<file path="config.mk">
export PLATFORM = sky130hd
export DESIGN_NAME = ir_nec_tx
export DESIGN_NICKNAME = d
export VERILOG_FILES = /design/src/rtl/ir_nec_tx.sv
export SDC_FILE = /design/constraint.sdc
export NUM_CORES = 1
export LEC_CHECK = 0
export CORE_MARGIN = 2
export CORE_UTILIZATION = 30
export DETAILED_ROUTE_END_ITERATION = 8
export PLACE_DENSITY = 0.49
export SYNTH_ARGS = -nofsm -noshare
export SYNTH_HDL_FRONTEND = slang
export SYNTH_SLANG_ARGS = --single-unit
</file>
<file path="constraint.sdc">
create_clock -name clk -period 6.8 [get_ports clk]
set_input_delay 1.36 -clock clk [delete_from_list [all_inputs] [get_ports clk]]
set_output_delay 1.36 -clock clk [all_outputs]
set_load 0.03 [all_outputs]
</file>
<file path="src/rtl/ir_nec_tx.sv">
// ir_nec_tx: NEC infrared transmitter, serialises {~cmd,cmd,~addr,addr} LSB first on a carrier-modulated LED drive.
// Optional macro IR_NEC_REPEAT_EN: held send emits NEC repeat codes instead of re-sending the full frame.
`default_nettype none
`timescale 1ns/1ps

module ir_nec_tx #(
  parameter int CARRIER_HALF = 658,
  parameter int UNIT_TICKS   = 28125,
  parameter int GAP_UNITS    = 72
) (
  input  logic       clk,
  input  logic       reset,
  input  logic       send,
  input  logic [7:0] addr,
  input  logic [7:0] cmd,
  output logic       busy,
  output logic       done,
  output logic       ir_out
);

  localparam int TW = (UNIT_TICKS > 1) ? $clog2(UNIT_TICKS) : 1;
  localparam int CW = (CARRIER_HALF > 1) ? $clog2(CARRIER_HALF) : 1;
  localparam logic [TW-1:0] TICK_LAST = TW'(UNIT_TICKS - 1);
  localparam logic [CW-1:0] CAR_LAST  = CW'(CARRIER_HALF - 1);
  localparam logic [6:0]    GAP_LEN   = 7'(GAP_UNITS);

  typedef enum logic [3:0] {
    IDLE, LEADER_MARK, LEADER_SPACE, BIT_MARK, BIT_SPACE, STOP_MARK, GAP
`ifdef IR_NEC_REPEAT_EN
    , REP_MARK, REP_SPACE, REP_STOP
`endif
  } state_t;

  state_t      state;
  logic [TW-1:0] tick;
  logic [6:0]  units;
  logic [CW-1:0] car_cnt;
  logic [31:0] shreg;
  logic [5:0]  bit_cnt;
  logic [6:0]  dur;
  logic        is_mark;
  logic        unit_last;

  // Length of the current state in NEC units; a 1 bit carries a 3u space.
  always_comb begin
    dur     = 7'd1;
    is_mark = 1'b0;
    case (state)
      LEADER_MARK:  begin dur = 7'd16; is_mark = 1'b1; end
      LEADER_SPACE: dur = 7'd8;
      BIT_MARK:     is_mark = 1'b1;
      BIT_SPACE:    dur = shreg[0] ? 7'd3 : 7'd1;
      STOP_MARK:    is_mark = 1'b1;
      GAP:          dur = GAP_LEN;
`ifdef IR_NEC_REPEAT_EN
      REP_MARK:     begin dur = 7'd16; is_mark = 1'b1; end
      REP_SPACE:    dur = 7'd4;
      REP_STOP:     is_mark = 1'b1;
`endif
      default:      dur = 7'd1;
    endcase
  end

  assign unit_last = (tick == TICK_LAST) && (units == dur - 7'd1);

  always_ff @(posedge clk or negedge reset) begin
    if (!reset) begin
      state   <= IDLE;
      tick    <= '0;
      units   <= '0;
      car_cnt <= '0;
      shreg   <= '0;
      bit_cnt <= '0;
      busy    <= 1'b0;
      done    <= 1'b0;
      ir_out  <= 1'b0;
    end else begin
      done <= 1'b0;

      if (state != IDLE) begin
        if (unit_last) begin
          tick  <= '0;
          units <= '0;
        end else if (tick == TICK_LAST) begin
          tick  <= '0;
          units <= units + 7'd1;
        end else begin
          tick <= tick + 1'b1;
        end
      end

      // Carrier runs only inside marks; state transitions below override it.
      if (is_mark) begin
        if (car_cnt == CAR_LAST) begin
          car_cnt <= '0;
          ir_out  <= ~ir_out;
        end else begin
          car_cnt <= car_cnt + 1'b1;
        end
      end

      case (state)
        IDLE: begin
          if (send) begin
            shreg   <= {~cmd, cmd, ~addr, addr};
            bit_cnt <= '0;
            busy    <= 1'b1;
            state   <= LEADER_MARK;
            ir_out  <= 1'b1;
            car_cnt <= '0;
          end
        end
        LEADER_MARK: if (unit_last) begin
          state  <= LEADER_SPACE;
          ir_out <= 1'b0;
        end
        LEADER_SPACE: if (unit_last) begin
          state   <= BIT_MARK;
          ir_out  <= 1'b1;
          car_cnt <= '0;
        end
        BIT_MARK: if (unit_last) begin
          state  <= BIT_SPACE;
          ir_out <= 1'b0;
        end
        BIT_SPACE: if (unit_last) begin
          shreg   <= {1'b0, shreg[31:1]};
          bit_cnt <= bit_cnt + 6'd1;
          state   <= (bit_cnt == 6'd31) ? STOP_MARK : BIT_MARK;
          ir_out  <= 1'b1;
          car_cnt <= '0;
        end
        STOP_MARK: if (unit_last) begin
          state  <= GAP;
          ir_out <= 1'b0;
          done   <= 1'b1;
        end
        GAP: if (unit_last) begin
`ifdef IR_NEC_REPEAT_EN
          if (send) begin
            state   <= REP_MARK;
            ir_out  <= 1'b1;
            car_cnt <= '0;
          end else begin
            state <= IDLE;
            busy  <= 1'b0;
          end
`else
          state <= IDLE;
          busy  <= 1'b0;
`endif
        end
`ifdef IR_NEC_REPEAT_EN
        REP_MARK: if (unit_last) begin
          state  <= REP_SPACE;
          ir_out <= 1'b0;
        end
        REP_SPACE: if (unit_last) begin
          state   <= REP_STOP;
          ir_out  <= 1'b1;
          car_cnt <= '0;
        end
        REP_STOP: if (unit_last) begin
          state  <= GAP;
          ir_out <= 1'b0;
          done   <= 1'b1;
        end
`endif
        default: begin
          state  <= IDLE;
          ir_out <= 1'b0;
          busy   <= 1'b0;
          tick   <= '0;
          units  <= '0;
        end
      endcase
    end
  end

endmodule

`default_nettype wire

</file>
# Word level (Yosys, flattened, before mapping)
# Index checks and enable logic that the tools add are counted.
[word_totals]
in_bits = 19
word_cells = 91
regBits = 77
out_inout_bits = 3
[op_classes]
mux = 42
eq_ne = 19
n_addsub = 5
n_reduce_logical = 12
n_bitwise = 4
[ops]
columns = ["cell", "count"]
rows = [
  ["32-bit 2-to-1 mux", 2],
  ["32-bit case mux with 2 select lines", 1],
  ["15-bit 2-to-1 mux", 4],
  ["10-bit 2-to-1 mux", 4],
  ["4-bit 2-to-1 mux", 7],
  ["7-bit 2-to-1 mux", 4],
  ["4-bit case mux with 7 select lines", 1],
  ["7-bit case mux with 4 select lines", 1],
  ["10-bit case mux with 2 select lines", 1],
  ["8-bit inverter", 2],
  ["15-bit by 1-bit adder with 15-bit output, second input constant", 1],
  ["15-bit == test, second input constant", 1],
  ["2-bit != test, second input constant", 7],
  ["4-bit by 3-bit == test with 1-bit output, second input constant", 3],
  ["6-bit 2-to-1 mux", 2],
  ["6-bit case mux with 2 select lines", 1],
  ["10-bit by 1-bit adder with 10-bit output, second input constant", 1],
  ["10-bit == test, second input constant", 1],
  ["1-bit 2-to-1 mux", 10],
  ["4-bit by 2-bit == test with 1-bit output, second input constant", 2],
  ["7-bit by 1-bit adder with 7-bit output, second input constant", 1],
  ["7-bit == test", 1],
  ["7-bit AND reduction", 1],
  ["7-bit OR reduction", 1],
  ["20 further kinds", 22],
]

# Depth between registers and ports, before layout
# Gate-level depths: netlist of the first run.
[logic_depth]
ltp_word = 8
ltp_mapped = 14
ltp_nobuf = 11

# Worst setup path after synthesis of the first run
# OpenSTA, ideal clock, no wires.
[synth_timing]
path_kind = "register to register"
start = "register state[0]"
end = "register car_cnt[7]"
arrival_ns = 2.958
path_stages_with_launch = 14
setup_slack_ns = 3.705
synth_period_minus_slack_ns = 3.095
t_required_ns = 6.664
n_path_buf = 2
setup_ns = 0.136
path_cell_list = "dfrtp_1 -> buf_2 -> inv_1 -> clkbuf_1 -> and3_1 -> nand2_1 -> ha_1 -> ha_1 -> xnor2_1 -> nor4_1 -> and3_4 -> nand3_1 -> o31ai_4 -> nor3_1"
[synth_between]
elab_chain_cells = 7
word_cells_on_any_way = 18
classes_between = "add/sub: 1; eq/ne: 7; mux: 6; reduce/logical: 4"
[synth_rtl]
columns = ["element", "line_no", "rtl"]
rows = [
  ["from (decl)", "34", "state_t state;"],
  ["from (signal assigned)", "129", "state <= (bit_cnt == 6'd31) ? STOP_MARK : BIT_MARK;"],
  ["4-bit by 3-bit == test with 1-bit output, or another cell as far along", "48", "case (state)"],
  ["7-bit case mux with 4 select lines", "48", ""],
  ["7-bit by 1-bit subtractor with 7-bit output", "64", "assign unit_last = (tick == TICK_LAST) && (units == dur - 7'd1);"],
  ["7-bit == test", "64", ""],
  ["1-bit logical AND", "64", ""],
  ["10-bit 2-to-1 mux", "117, 126", ""],
  ["10-bit case mux with 2 select lines *", "102", "case (state)"],
  ["to (signal assigned)", "98", "car_cnt <= car_cnt + 1'b1;"],
  ["to (decl)", "37", "logic [CW-1:0] car_cnt;"],
]
# Every way passes the cells marked *; elsewhere a longest branch is shown, timed or not.
# A chain may end at the register's enable or synchronous reset.

# Worst setup path in the final report of the first run
[layout_timing]
start = "register state[0]"
end = "register shreg[3]"
[layout_between]
elab_chain_cells = 7
word_cells_on_any_way = 14
classes_between = "add/sub: 1; eq/ne: 7; mux: 2; reduce/logical: 4"
[layout_rtl]
columns = ["element", "line_no", "rtl"]
rows = [
  ["4-bit by 3-bit == test with 1-bit output, or another cell as far along", "48", ""],
  ["7-bit case mux with 4 select lines", "48", ""],
  ["7-bit by 1-bit subtractor with 7-bit output", "64", ""],
  ["7-bit == test", "64", ""],
  ["1-bit logical AND", "64", ""],
  ["2-bit != test (no source line)", "n/a", ""],
  ["3-bit AND reduction (no source line)", "n/a", ""],
  ["to (signal assigned)", "105", "shreg <= {~cmd, cmd, ~addr, addr};"],
  ["to (signal assigned)", "127", "shreg <= {1'b0, shreg[31:1]};"],
  ["to (decl)", "38", "logic [31:0] shreg;"],
]
# Parallel ways exist; a longest one is shown, timed or not.

==> impl_metrics.json, run 1 <==
{
  "crit_type": "reg2reg",
  "clk_latency_ns": 0.35,
  "worst_pin_slew_ns": 0.9897,
  "crit_chain": "inv_1, and3_1, nand2_1, ha_1, ha_1, xnor2_1, nor4_1, and3_4, nand4_4, nand2_1, o221ai_1",
  "hold_viol_final": 0,
  "final_nets": 452,
  "drive_gt1_share_pct": 9.302,
  "yosysUniqueCellTypes": 59,
  "gp_congestion": 0.8160,
  "status": "finished clean",
  "crit-reg2reg-launch": "state[0]",
  "wl_per_cell_um": 14.60,
  "period_minus_slack_ns": 4.642,
  "async_reset_ff_share_pct": 100.0,
  "powerDensity_nw_per_um2": 218.0,
  "synthFlopType": "dfrtp_1",
  "cts.repair_timing.setup_buffer_count": 0,
  "port_buffers": 21,
  "netlist.area_leader.share_pct": 47.93,
  "fp.dieArea_um2": 14160,
  "dp_hpwl_mm": 5.799,
  "grt.overflow.total": 0,
  "synth_area_um2": 3968,
  "pin_count": 22,
  "synthToLayoutAreaGrowth_pct": 16.78,
  "fp.dieW_um": 119,
  "hold_path.class": "reg2reg",
  "fin_ws_ns": 2.158,
  "ctsHoldBuffers": 0,
  "cp_max_fo": 44,
  "antenna_found_initial": 0,
  "irDropWorstVdd_v": 0.0001182,
  "final_cells": 606,
  "hp-start": "busy",
  "drt_pass1_iterations": 4,
  "syn_inst": 412,
  "slew_headroom_pct": 33.86,
  "required_ns": 6.97,
  "avgSynthCellArea_um2": 9.630,
  "path_buf_inv": 1,
  "clock_sinks": 76,
  "hold_ws_ns": 0.4832,
  "n_antenna_cell": 0,
  "coreArea_um2": 13090,
  "cp.depth": 11,
  "fin_tns_setup_ns": 0,
  "antenna_left": 0,
  "vias_per_cell": 5.078,
  "crit_path_max_incr_delay_ns": 0.97,
  "cp-startpoint": "state[0]",
  "synth-seq-cells": 76,
  "clock-root-buffer": "clkbuf_16",
  "layout_commonest_cell": "dfrtp_1",
  "holdPathEnd": "busy",
  "max_freq_mhz": 215.4,
  "grt_max_degree": 77,
  "r2r_end": "shreg[3]",
  "setup_viol": 0,
  "final_cell_mix": "dfrtp_1 (76), nand2_1 (58), o21ai_0 (27)",
  "std_cell_rows": 42,
  "crit_path_end_kind": "flip-flop",
  "cts_buffers": 9,
  "syn_nets": 439,
  "rsz0062_at_grt": "no",
  "vias": 3077,
  "grt_pass1_wl_mm": 15.04,
  "drtIter0Drc": 221,
  "finalCritPeriodShare_pct": 68.26,
  "cts_tree": "yes",
  "wirelength_mm": 8.848,
  "p_leak_nw": 1.956,
  "grt_use_total_pct": 13.40,
  "cp_slowest_cell": "nand2_1",
  "start_util_pct": 30.32,
  "ys.warnings.count": 0,
  "drc_errors": 0,
  "cp_top_family": "simple AND/OR/NAND/NOR gates",
  "dp_slack_ns": 2.154,
  "synth-edff-count": 0,
  "rrSetupSlack_ns": 2.16,
  "maxSlewViolCount": 0,
  "r2r.worst_path.cells": 11,
  "cp.arrival_ns": 4.82,
  "hold_depth": 1,
  "placed_cells": 590,
  "skew_ns": 0.007599,
  "synthTopCellsByArea": "dfrtp_1 (48%), nand2_1 (5.5%), o221a_2 (4.3%)",
  "synth_top_area_cell": "dfrtp_1",
  "critPathLaunchType": "flip-flop",
  "htreeDepth": 3,
  "cts_buffer_depth": 2,
  "maxCapViolations": 0,
  "synth-seq-area-share_pct": 47.93,
  "fp.dieH_um": 119,
  "path_clk_slew_ns": 0.07,
  "first_global_vias": 3008,
  "cts_resized": 0
}
## sequential cells by signal, summed over array words and instances, names as in the netlist
name,count
shreg,32
tick,15
car_cnt,10
units,7
bit_cnt,6
state,3
busy,1
done,1
ir_out,1
## how the worst max path moves through the flow
stage                             to  slack (ns)
after detailed placement    shreg[3]        2.15
final                       shreg[3]        2.16
after CTS                   shreg[3]        2.17
after floorplan           car_cnt[7]        3.71
after global placement      shreg[4]        2.28
after global routing        shreg[5]        1.81
## cell families after synthesis
group	Yosys count	share of synthesized area, %
AND/OR/NAND/NOR	161	21.16
adder cells (fa/ha/maj)	9	2.775
AO/OA/AOI/OAI	101	18.80
XOR/XNOR	17	3.753
multiplexers	3	0.7569
flip-flops	76	47.93
buffers and inverters	45	4.825
## report_power, final
| part | internal, mW | leakage (nW) | switching, mW |
|---|---|---|---|
| Sequential | 0.452 | 0.918 | 0 |
| Clock | 0.328 | 0.163 | 0.210 |
| Combinational | 0.00901 | 0.875 | 0.0108 |
## metal layers
| metal | vias up | wire length, µm | global-route usage [%] |
|---|---|---|---|
| li1 | 1529 | - | - |
| met1 | 1486 | 4294 | 17.69 |
| met2 | 52 | 4040 | 20.47 |
| met3 | 10 | 386 | 4.837 |
| met4 | 0 | 126 | 4.241 |
| met5 | - | 0 | 0 |
## Yosys cell counts, types with 2 or more instances
master,instances
o221ai_1,15
clkbuf_1,9
nand2b_1,3
nand4b_1,3
or3_1,7
buf_2,6
o221a_2,15
a31oi_1,2
nor4b_1,2
nor3_1,13
and3_1,10
a21oi_1,16
nand4_1,5
xor2_1,9
dfrtp_1,76
and4_1,2
a21o_1,2
o21ai_0,27
nand2_1,58
buf_4,2
nor2_1,20
o21ai_1,3
mux2i_1,3
xnor2_1,8
nor2b_1,3
o22ai_1,4
a22o_1,2
ha_1,8
o31ai_1,4
nor3b_1,3
nand3_1,19
inv_1,26
## cell type report
type	instances	area, µm²
Clock buffer	9	225.2
Clock inverter	7	106.4
Fill cell	1307	8452
Inverter	26	97.59
Multi-Input combinational cell	291	1874
Sequential cell	76	1902
Tap cell	176	220.2
Timing Repair Buffer	21	207.7
## stage by stage
step	power [mW]	utilization (%)	instance area, µm²
6_report	1.010	35.41	4633
4_1_cts	1.030	35.41	4633
5_1_grt	1.052	35.41	4633
2_1_floorplan	0.4608	-	3968
3_3_place_gp	0.4811	32.87	4302
3_5_place_dp	0.4813	32.87	4302
Power figures use the tool's default switching activity.
==> run 2: changes to the inputs <==
--- a/config.mk
+++ b/config.mk
@@ -8,7 +8,7 @@
 export CORE_MARGIN = 2
 export CORE_UTILIZATION = 30
 export DETAILED_ROUTE_END_ITERATION = 8
-export PLACE_DENSITY = 0.49
+export PLACE_DENSITY = 0.5
 export SYNTH_ARGS = -nofsm -noshare
 export SYNTH_HDL_FRONTEND = slang
 export SYNTH_SLANG_ARGS = --single-unit
==> constraint.sdc (replaced) <==
create_clock -name clk -period 4 [get_ports clk]
set_input_delay 0.8 -clock clk [delete_from_list [all_inputs] [get_ports clk]]
set_output_delay 0.8 -clock clk [all_outputs]
set_load 0.03 [all_outputs]
==> impl_metrics.json, run 2 (same netlist as run 1, synthesis figures left out) <==
{
  "r2r_end": "bit_cnt[3]",
  "maxCapViolations": 0,
  "hold_viol_final": 0,
  "clk_latency_ns": 0.34,
  "fp.dieH_um": 119,
  "powerDensity_nw_per_um2": 353.7,
  "clock_sinks": 76,
  "cts_buffer_depth": 2,
  "start_util_pct": 30.32,
  "antenna_found_initial": 0,
  "skew_ns": 0.008093,
  "fin_tns_setup_ns": 0,
  "drtIter0Drc": 225,
  "slew_headroom_pct": 35.94,
  "reg_top3": "shreg: 32 flops, tick: 15 flops, car_cnt: 10 flops",
  "wirelength_mm": 8.626,
  "vias": 3105,
  "multi_input_area_um2": 1874,
  "cts_tree": "yes",
  "pin_count": 22,
  "n_antenna_cell": 0,
  "grt_pass1_wl_mm": 14.86,
  "cp_max_fo": 43,
  "cpMostUsedCell": "ha_1",
  "setup_viol": 0,
  "hold_path.class": "reg2reg",
  "r2r.worst_path.cells": 11,
  "grt_max_degree": 77,
  "coreArea_um2": 13090,
  "cp_slowest_cell": "dfrtp_1",
  "htreeDepth": 3,
  "status": "finished clean",
  "antenna_left": 0,
  "regArea_um2": 1902,
  "crit_type": "reg2reg",
  "p_leak_nw": 1.965,
  "cts.repair_timing.setup_buffer_count": 0,
  "placed_area_um2": 4339,
  "placed_cells": 595,
  "period_minus_slack_ns": 3.378,
  "crit_path_end_kind": "flip-flop",
  "cp.arrival_ns": 3.64,
  "holdPathEnd": "busy",
  "fillers": 1303,
  "crit_path_max_incr_delay_ns": 0.65,
  "finalCritPeriodShare_pct": 84.45,
  "fin_util_pct": 35.50,
  "critPathLaunchType": "flip-flop",
  "required_ns": 4.26,
  "grt_use_total_pct": 12.94,
  "crit-reg2reg-launch": "state[2]",
  "layout_commonest_cell": "dfrtp_1",
  "cts_resized": 0,
  "fp.dieArea_um2": 14160,
  "maxSlewViolCount": 0,
  "crit_chain": "and3_1, nand2_1, ha_1, ha_1, xnor2_1, nor4_1, and3_4, nand4_4, buf_4, or3_1, a21oi_1",
  "wl_per_cell_um": 14.12,
  "first_global_vias": 3028,
  "grt.overflow.total": 0,
  "largest_reg_flops": 32,
  "final_area_um2": 4646,
  "std_cell_rows": 42,
  "cts_buffers": 9,
  "synthToLayoutAreaGrowth_pct": 17.09,
  "rsz0062_at_grt": "no",
  "hold_depth": 1,
  "final_cell_mix": "dfrtp_1 (76), nand2_1 (58), o21ai_0 (27)",
  "dp_hpwl_mm": 5.704,
  "fp.dieW_um": 119,
  "largest-register": "shreg",
  "gp_congestion": 0.7636,
  "drt_pass1_iterations": 4,
  "ctsHoldBuffers": 0,
  "final_cells": 611,
  "clock-root-buffer": "clkbuf_16",
  "worst_pin_slew_ns": 0.9609,
  "irDropWorstVdd_v": 0.0001727,
  "port_buffers": 21,
  "dp_slack_ns": 0.6134,
  "vias_per_cell": 5.082,
  "fin_ws_ns": 0.6219,
  "final_nets": 457,
  "drc_errors": 0,
  "path_clk_slew_ns": 0.07,
  "hp-start": "busy",
  "max_freq_mhz": 296.0,
  "rrSetupSlack_ns": 0.62,
  "drive_gt1_share_pct": 10.34
}
-- run 2: critical path, delay by kind of cell, from the launching register on --
family | cells | cell delay (ns)
AND/OR/NAND/NOR | 6 | 1.51
flip-flops | 1 | 0.65
adder cells (fa/ha/maj) | 2 | 0.58
buffers and inverters | 1 | 0.29
AO/OA/AOI/OAI | 1 | 0.14
XOR/XNOR | 1 | 0.12
-- run 2: per-layer routing --
metal / global-route usage, % / routed length (µm) / vias up
met5: 0 / 0 / -
met4: 3.869 / 99 / 0
met3: 3.736 / 330 / 12
met2: 20.01 / 3799 / 52
met1: 17.57 / 4396 / 1506
li1: - / - / 1535
-- run 2: where the power goes --
group	total [mW]	internal, mW	leakage [nW]	switching (mW)
sequential	0.768	0.768	0.918	0
combinational	0.0327	0.0153	0.900	0.0174
clock	0.842	0.492	0.147	0.350
total	1.64	1.28	1.96	0.367
-- run 2: worst max-delay path by stage --
| stage | startpoint | to | slack (ns) |
|---|---|---|---|
| after floorplan | state[0] | car_cnt[7] | 0.91 |
| after global placement | state[2] | bit_cnt[3] | 0.78 |
| after detailed placement | state[2] | bit_cnt[3] | 0.61 |
| after CTS | state[2] | bit_cnt[5] | 0.62 |
| after global routing | state[2] | bit_cnt[4] | 0.39 |
| final | state[2] | bit_cnt[3] | 0.62 |
-- run 2: area by class of cell --
| type | instances | share of cell area [%] |
|---|---|---|
| Sequential cell | 76 | 40.94 |
| Multi-Input combinational cell | 291 | 40.34 |
| Timing Repair Buffer | 26 | 5.279 |
| Clock buffer | 9 | 4.848 |
| Tap cell | 176 | 4.740 |
| Inverter | 26 | 2.101 |
| Clock inverter | 7 | 1.751 |
-- run 2: metrics by stage --
step                      hold WS, ns  power [mW]
final                          0.4765       1.643
after floorplan                0.4796      0.7834
after detailed placement       0.4697      0.8172
after global placement         0.4675      0.8173
after global routing           0.5179       1.704
after CTS                      0.4841       1.665
